File: src/rtl/mux253_scan_ctrl.sv
// mux253_scan_ctrl: walks a 74LS253 dual 4:1 mux through all four select codes,
// samples Y1/Y2 at each code and rebuilds the two 4-bit input words in parallel.
// Optional macro MUX253_SCAN_CONTINUOUS_EN: start held in DONE restarts the scan
// directly, without passing through IDLE.
module mux253_scan_ctrl #(
    parameter int SETTLE_CYCLES = 2
) (
    input  logic       clk,
    input  logic       rst,
    input  logic       start,
    input  logic       Y1,
    input  logic       Y2,
    output logic       S0,
    output logic       S1,
    output logic       G1_n,
    output logic       G2_n,
    output logic [3:0] Q1,
    output logic [3:0] Q2,
    output logic       busy,
    output logic       valid
);

    // Settle counter wide enough to hold SETTLE_CYCLES-1 (at least one bit).
    localparam int unsigned CNT_W = (SETTLE_CYCLES > 1) ? $clog2(SETTLE_CYCLES) : 1;
    localparam logic [CNT_W-1:0] CNT_RELOAD = CNT_W'(SETTLE_CYCLES - 1);
    localparam logic [1:0] IDX_LAST = 2'd3;

    // A zero settle time would leave no cycle for the mux outputs to settle.
    if (SETTLE_CYCLES < 1) begin : g_bad_settle
        $error("mux253_scan_ctrl: SETTLE_CYCLES must be >= 1");
    end

    typedef enum logic [1:0] {
        ST_IDLE   = 2'd0,
        ST_SETTLE = 2'd1,
        ST_SAMPLE = 2'd2,
        ST_DONE   = 2'd3
    } state_e;

    state_e           state_q, state_d;
    logic [1:0]       idx_q, idx_d;
    logic [CNT_W-1:0] cnt_q, cnt_d;
    // Shadows fill from the top: after codes 0,1,2 bit i holds the sample of code i.
    logic [2:0]       sh1_q, sh1_d;
    logic [2:0]       sh2_q, sh2_d;
    logic [3:0]       q1_q, q1_d;
    logic [3:0]       q2_q, q2_d;
    logic [1:0]       sel_q, sel_d;
    logic             en_n_q, en_n_d;
    logic             busy_q, busy_d;
    logic             valid_q, valid_d;

    // State, datapath and registered outputs; async reset returns everything to idle.
    always_ff @(posedge clk or posedge rst) begin
        if (rst) begin
            state_q <= ST_IDLE;
            idx_q   <= 2'd0;
            cnt_q   <= '0;
            sh1_q   <= 3'd0;
            sh2_q   <= 3'd0;
            q1_q    <= 4'd0;
            q2_q    <= 4'd0;
            sel_q   <= 2'd0;
            en_n_q  <= 1'b1;
            busy_q  <= 1'b0;
            valid_q <= 1'b0;
        end else begin
            state_q <= state_d;
            idx_q   <= idx_d;
            cnt_q   <= cnt_d;
            sh1_q   <= sh1_d;
            sh2_q   <= sh2_d;
            q1_q    <= q1_d;
            q2_q    <= q2_d;
            sel_q   <= sel_d;
            en_n_q  <= en_n_d;
            busy_q  <= busy_d;
            valid_q <= valid_d;
        end
    end

    // Next-state logic; output registers are derived from the next state so they
    // line up with the state they describe.
    always_comb begin
        state_d = state_q;
        idx_d   = idx_q;
        cnt_d   = cnt_q;
        sh1_d   = sh1_q;
        sh2_d   = sh2_q;
        q1_d    = q1_q;
        q2_d    = q2_q;

        case (state_q)
            ST_IDLE: begin
                if (start) begin
                    state_d = ST_SETTLE;
                    idx_d   = 2'd0;
                    cnt_d   = CNT_RELOAD;
                end
            end
            ST_SETTLE: begin
                if (cnt_q != '0) begin
                    cnt_d = cnt_q - CNT_W'(1);
                end else begin
                    state_d = ST_SAMPLE;
                end
            end
            ST_SAMPLE: begin
                if (idx_q != IDX_LAST) begin
                    sh1_d   = {Y1, sh1_q[2:1]};
                    sh2_d   = {Y2, sh2_q[2:1]};
                    idx_d   = idx_q + 2'd1;
                    cnt_d   = CNT_RELOAD;
                    state_d = ST_SETTLE;
                end else begin
                    q1_d    = {Y1, sh1_q};
                    q2_d    = {Y2, sh2_q};
                    state_d = ST_DONE;
                end
            end
            ST_DONE: begin
`ifdef MUX253_SCAN_CONTINUOUS_EN
                if (start) begin
                    state_d = ST_SETTLE;
                    idx_d   = 2'd0;
                    cnt_d   = CNT_RELOAD;
                end else begin
                    state_d = ST_IDLE;
                end
`else
                state_d = ST_IDLE;
`endif
            end
            default: begin
                state_d = ST_IDLE;
            end
        endcase

        busy_d  = (state_d != ST_IDLE);
        valid_d = (state_d == ST_DONE);
        en_n_d  = (state_d == ST_IDLE);
        sel_d   = (state_d == ST_IDLE) ? 2'd0 : idx_d;
    end

    assign S1    = sel_q[1];
    assign S0    = sel_q[0];
    assign G1_n  = en_n_q;
    assign G2_n  = en_n_q;
    assign Q1    = q1_q;
    assign Q2    = q2_q;
    assign busy  = busy_q;
    assign valid = valid_q;

endmodule

File: config.mk
export PLATFORM = sky130hd
export DESIGN_NAME = mux253_scan_ctrl
export DESIGN_NICKNAME = d
export VERILOG_FILES = /design/src/rtl/mux253_scan_ctrl.sv
export SDC_FILE = /design/constraint.sdc
export NUM_CORES = 1
export LEC_CHECK = 0
export ABC_AREA = 1
export CAP_MARGIN = 10
export CORE_AREA = 3 3 44 56
export CTS_CLUSTER_SIZE = 28
export DETAILED_ROUTE_END_ITERATION = 8
export DIE_AREA = 0 0 47 59
export HOLD_SLACK_MARGIN = 0.03
export PLACE_DENSITY = 0.82
export SETUP_SLACK_MARGIN = 0.02
export SLEW_MARGIN = 20
export SYNTH_ARGS = -nofsm -noshare
export SYNTH_HDL_FRONTEND = slang
export SYNTH_SLANG_ARGS = --single-unit
File: constraint.sdc
create_clock -name clk -period 1.1 [get_ports clk]
set_input_delay 0.33 -clock clk [delete_from_list [all_inputs] [get_ports clk]]
set_output_delay 0.33 -clock clk [all_outputs]
set_load 0.005 [all_outputs]
## After elaboration in Yosys (flattened, before gate mapping)

Cells that the tools add are included.

- Input port bits: 5
- Register bits after elaboration: 24

- $add $sub $neg: 2
- Mux-type cells: 12
- Reduce and logical (&&, ||, !) cells: 7
- Bitwise operators: 1
- Eq/ne operators: 7

Operators by type and width:

| kind | number |
|---|---|
| $mux W2 | 6 |
| $pmux W2 S4 | 1 |
| $eq A2 B2 Y1 const B | 3 |
| $ne A2 B2 Y1 const B | 3 |
| $logic_not A2 Y1 | 2 |
| $pmux W2 S2 | 1 |
| $reduce_and A2 Y1 | 2 |
| $mux W1 | 3 |
| $pmux W1 S3 | 1 |
| $reduce_and A3 Y1 | 1 |
| $reduce_bool A3 Y1 | 1 |
| $add A2 B1 Y2 const B | 1 |
| $eq A2 B1 Y1 const B | 1 |
| $reduce_bool A2 Y1 | 1 |
| $not A1 Y1 | 1 |
| $sub A1 B1 Y1 const B | 1 |

## Logic depth before layout (Yosys ltp)

Gate-level depths: netlist of the first run.

- Depth in word-level cells: 5
- Gate-level depth with buffers: 6

## Worst setup path before layout of the first run

No wires, ideal clock.

- Path kind: reg2reg
- Start point: reg state_q[0]
- End point: reg q2_q[1] (netlist: Q2[1])
- Setup time: 0.121 ns
- Path slack: 0.079 ns
- Cell stages (with the launch flop): 6
- Data arrival time: 0.900 ns
- Required time: 0.979 ns
- Clock period less this slack: 1.021 ns
- Buffers on the path: 1
- Cells stage by stage: dfrtp_1 > nor2_4 > nand2_2 > buf_6 > nand2_1 > o21ai_1

- Longest elaborated chain between the ends: 2

RTL lines:

| element | line | source |
|---|---|---|
| start, declared | 40 | `state_e state_q, state_d;` |
| start signal, assigned | 68 | `state_q <= state_d;` |
| $eq A2 B2 Y1 | 93 | `case (state_q)` |
| $reduce_and A2 Y1 (no line) | n/a |  |
| end signal, assigned | 74 | `q2_q <= q2_d;` |
| end, declared | 47 | `logic [3:0] q2_q, q2_d;` |

No other way between the ends.
A chain may end at the register's enable or synchronous reset.

## Worst setup path after layout of the first run

- Start point: reg en_n_q (netlist: G1_n)
- End point: out G2_n

RTL lines:

| element | line | source |
|---|---|---|
| start, declared | 49 | `logic en_n_q, en_n_d;` |
| start signal, assigned | 76 | `en_n_q <= en_n_d;` |
| end, declared | 16 | `output logic G2_n,` |

No word-level cell between the ends.

==> flow_summary.ini, run 1 <==
[status]
status = complete, but fails checks
violations = setup timing

[power_and_ir_drop]
vdd_ir_drop_max_mv = 1.39
p_int_mw = 2.53
clkPwrFrac = 0.113
cellPowerDensity_nw_per_um2 = 2840
p_total_mw = 4.02
p_sw_frac = 0.371
power_frac_seq = 0.383
p_sw_mw = 1.49
leakage_nw = 0.762
comb_power_share = 0.504

[die]
fp-row-count = 18
start_util = 0.477
core_area_um2 = 1980
die_h_um = 59
dieArea_um2 = 2770
die_w_um = 47
ios = 19

[drt]
routed_wl_mm = 2.15
postRouteAntennaNets = 0
firstDrtPassIters = 4
drt_iter0_drc = 17
wl_per_cell_um = 13.7
num_vias = 804
remaining_drc_errors = 0
vias_per_cell = 5.12

[synth]
synth-seq-cells = 24
ys_seq_area_frac = 0.637
yosys_warnings = 0
postSynthCellCount = 95
ys_types = 16
syn-num-nets = 100
syn_avg_cell_area_um2 = 9.94
syn-cell-area_um2 = 945

[setup_path]
crit_chain = buf_2
cp_top_family = flip-flops
worstSetupPathType = reg2out
critical-path-slowest-cell = dfstp_2
crit_path_end_kind = primary output
required_ns = 0.77
max_stage_delay_ns = 0.55
cp_num_buf_inv = 1
arrival_ns = 0.96
critPathMaxFanout = 2
critPathLaunchType = flop

[flow_run]
drv_cap = 0

[sta]
max_freq_mhz = 776
clock_skew_ns = 0.000941
finalSetupViolations = 25
setup_ws_ns = -0.189
max_slew_margin = 0.858
grt_setup_unrepaired = true
period_share = 1.17
period_needed_ns = 1.29
hold_viol = 0
report.final.slew_viol_count = 0
tightest_slew_ns = 0.213

[clock_tree]
cts.path.max_buffers = 2
cts_tree = yes
hold_buffers = 0
clk_pin_slew_ns = 0.12
h-tree-depth = 1
clk_latency_ns = 0.31
cts-root-buf = clkbuf_4
cts_inserted_buffers = 3
cts.sinks = 24

[place]
hpwl_mm = 1.30
port_buffers = 18
gp_congestion = 0.818
dp_slack_ns = -0.360
placed_area_um2 = 1180

[global_routing]
grt_max_degree = 17
grt_pass1_vias = 753
antenna_found_initial = 0
groute.usage.overall = 0.164
overflow = 0
grt_pass1_wl_mm = 3.22

[worst_hold_path]
hold_class = in2async

[cells_and_area]
nets = 143
final_area_um2 = 1420
diodes = 0
mostFrequentLayoutCell = dfrtp_1
area_growth_pct = 50.1
drive_above_1_share = 0.533
final_cell_mix = 22 x dfrtp_1, 15 x nand2_1, 14 x buf_2
-- cell type report --
class / instances / area, um2
sequential: 24 / 603
fill: 149 / 564
multi-input combinational: 54 / 373
timing repair buffer: 40 / 324
inverter: 15 / 56.3
clock buffer: 4 / 36.3
tap: 20 / 25.0
-- synthesized netlist by cell type, drive strengths merged --
cell / n / area (um2)
nor2: 5 / 33.8
a21oi: 2 / 10.0
nand3b: 2 / 15.0
buf: 3 / 30.0
nand3: 2 / 10.0
nand2: 28 / 115
dfstp: 1 / 26.3
inv: 15 / 56.3
dfrtp: 23 / 576
o21ai: 13 / 65.1
a22oi: 1 / 7.51
-- power groups by stage --
stage	Sequential, mW	Clock [mW]	Combinational, mW
after floorplan	1.55	0	0.751
after global placement	1.53	0	1.37
after detailed placement	1.56	0	1.41
after CTS	1.52	0.466	1.46
after global routing	1.60	0.508	2.23
final	1.54	0.455	2.02
-- what timing repair did --
action,4_1_cts,5_1_grt
gates cloned,0,1
pin swaps,4,11
gates resized for setup,65,32
endpoints found under the setup margin,24,34
setup buffers,8,8
-- kinds of logic (layout without fill, tap and decap cells) --
group,count (synthesis),count (layout),share of synthesized area
AND/OR/NAND/NOR,37,38,0.184
flip-flops,24,24,0.637
AO/OA/AOI/OAI,16,16,0.0874
buffers and inverters,18,59,0.0914
-- state kept, by name (all words and copies together) (netlist names) --
| name | cells |
|---|---|
| sel_q | 2 |
| state_q | 2 |
| G1_n | 1 |
| Q1 | 4 |
| sh2_q | 3 |
| valid | 1 |
| Q2 | 4 |
| sh1_q | 3 |
| idx_q | 2 |
| cnt_q | 1 |
| busy | 1 |
-- per-layer routing --
layer,part of all wire,GRT usage,vias to the layer above
met2,0.60,0.287,25
met3,0.046,0.0182,5
li1,-,-,379
met5,0,0,-
met1,0.34,0.194,395
met4,0.017,0.0751,0
-- stage by stage --
stage	utilization	hold slack [ns]	setup TNS, ns	cells
final	0.715	0.213	-1.71	157
after detailed placement	0.594	0.466	-3.03	136
after global placement	0.594	0.465	-2.59	136
after floorplan	-	0.344	0	95
after CTS	0.622	0.219	-1.17	148
after global routing	0.715	0.229	-3.31	157
-- final timing paths --
| path | from | end | slack (ns) | cells past startpoint |
|---|---|---|---|---|
| setup / recovery | G1_n | G2_n | -0.19 | 1 |
| hold / removal | rst | Q1[1] | 0.21 | 2 |
| setup reg to reg | state_q[0] | Q2[1] | -0.09 | 5 |
| hold reg to reg | sh1_q[0] | Q1[0] | 0.49 | 2 |
| max in group asynchronous | rst | state_q[0] | 0.55 | 3 |
| min in group clk | start | state_q[0] | 0.41 | 3 |
(Power assumes the default switching activity.)
==> run 2, diff against run 1 <==
Settings changed: CORE_AREA 3 3 44 56 to 2 2 42 53, DIE_AREA 0 0 47 59 to 0 0 44 55, PLACE_DENSITY 0.82 to 0.86.
Clock period 1.1 ns to 1.5 ns, I/O delays scaled along.
==> flow_summary.ini, run 2 (same netlist as run 1, synthesis figures left out) <==
[cells_and_area]
drive_above_1_share = 0.137
area_growth_pct = 22.4
multi_input_area_um2 = 256
final_cell_mix = 24 x nand2_1, 23 x dfrtp_1, 14 x inv_1
final_area_um2 = 1160
mostFrequentLayoutCell = nand2_1
fillers = 177
regArea_um2 = 602
diodes = 0
fin_util = 0.597
nets = 123

[drt]
vias_per_cell = 4.85
wl_per_cell_um = 11.8
num_vias = 665
firstDrtPassIters = 4
remaining_drc_errors = 0
routed_wl_mm = 1.62
postRouteAntennaNets = 0
drt_iter0_drc = 7

[clock_tree]
clk_pin_slew_ns = 0.12
cts.sinks = 24
h-tree-depth = 1
cts_inserted_buffers = 3
cts.path.max_buffers = 2
cts-root-buf = clkbuf_4
cts_tree = yes
clk_latency_ns = 0.31

[setup_path]
required_ns = 1.05
cp_num_buf_inv = 1
arrival_ns = 0.98
cp_top_family = flip-flops
max_stage_delay_ns = 0.40
rr_worst_depth = 6
crit_path_end_kind = primary output
critical-path-slowest-cell = dfrtp_1
reg2reg_slack_ns = 0.23
crit_chain = dlygate4sd2_1
worstSetupPathType = reg2out
critical_path_depth = 1
critPathLaunchType = flop
critPathMaxFanout = 2

[place]
gp_congestion = 0.748
hpwl_mm = 1.13
placed_area_um2 = 1140
port_buffers = 18

[global_routing]
grt_max_degree = 25
antenna_found_initial = 0
overflow = 0
groute.usage.overall = 0.156
grt_pass1_vias = 655
grt_pass1_wl_mm = 2.71

[sta]
report.final.slew_viol_count = 0
whs_ns = 0.451
max_freq_mhz = 701
period_needed_ns = 1.43
hold_viol = 0
grt_setup_unrepaired = false
max_slew_margin = 0.792
tightest_slew_ns = 0.312
period_share = 0.951
finalSetupViolations = 0
clock_skew_ns = 0.00564

[die]
ios = 19
die_w_um = 44
start_util = 0.488
dieArea_um2 = 2420
core_area_um2 = 1940
die_h_um = 55
fp-row-count = 18

[power_and_ir_drop]
leakage_nw = 0.627
vdd_ir_drop_max_mv = 1.07
cellPowerDensity_nw_per_um2 = 1980

[flow_run]
drv_cap = 0

[worst_hold_path]
hold_class = in2async

[status]
status = finished, final reports clean
## run 2: cell count changes in the layout (fill, tap and decap cells not counted), sizes merged
cell           change
buf               -31
clkdlybuf4s50      +1
dlygate4sd2       +12
dlymetal6s2s       -1
nand2              -1
## run 2: metal layers
layer,GRT usage,part of all wire
met1,0.177,0.43
met5,0,0
met2,0.277,0.50
met3,0.0195,0.052
met4,0.0960,0.017
## run 2: per-stage QoR
stage               total power, mW  setup TNS, ns  setup slack (ns)  cells
floorplan                      1.68              0             0.439     95
global placement               2.07        -0.0143           -0.0106    131
detailed placement             2.13         -0.109           -0.0413    131
global route                   2.50              0            0.0245    137
CTS                            2.32              0            0.0567    137
finish                         2.29              0            0.0736    137
## run 2: repair_timing
action,in CTS,in global routing
hold buffers,0,0
setup buffers,2,0
gates resized for setup,20,0
setup endpoints to repair,14,0
## run 2: area by class of cell
cell class / count / share of cell area
well taps: 20 / 0.0216
flip-flops and latches: 24 / 0.521
multi-input cells: 53 / 0.222
repair buffers: 21 / 0.165
clock buffers: 4 / 0.0227
inverters: 15 / 0.0487
## run 2: worst paths after layout
path                                 end        from
worst min-delay path            sel_q[1]         rst
max in group asynchronous           G1_n         rst
worst max-delay path               Q2[2]       Q2[2]
worst max register to register  sel_q[1]  state_q[1]
min in group clk                   Q1[0]       Q1[0]
worst min register to register     Q1[0]       Q1[0]
## run 2: power by group
| part | total [mW] | internal [mW] | switching (mW) |
|---|---|---|---|
| Combinational | 0.882 | 0.417 | 0.465 |
| Clock | 0.283 | 0.104 | 0.179 |
| Sequential | 1.13 | 0.954 | 0.173 |
| Total | 2.29 | 1.47 | 0.816 |
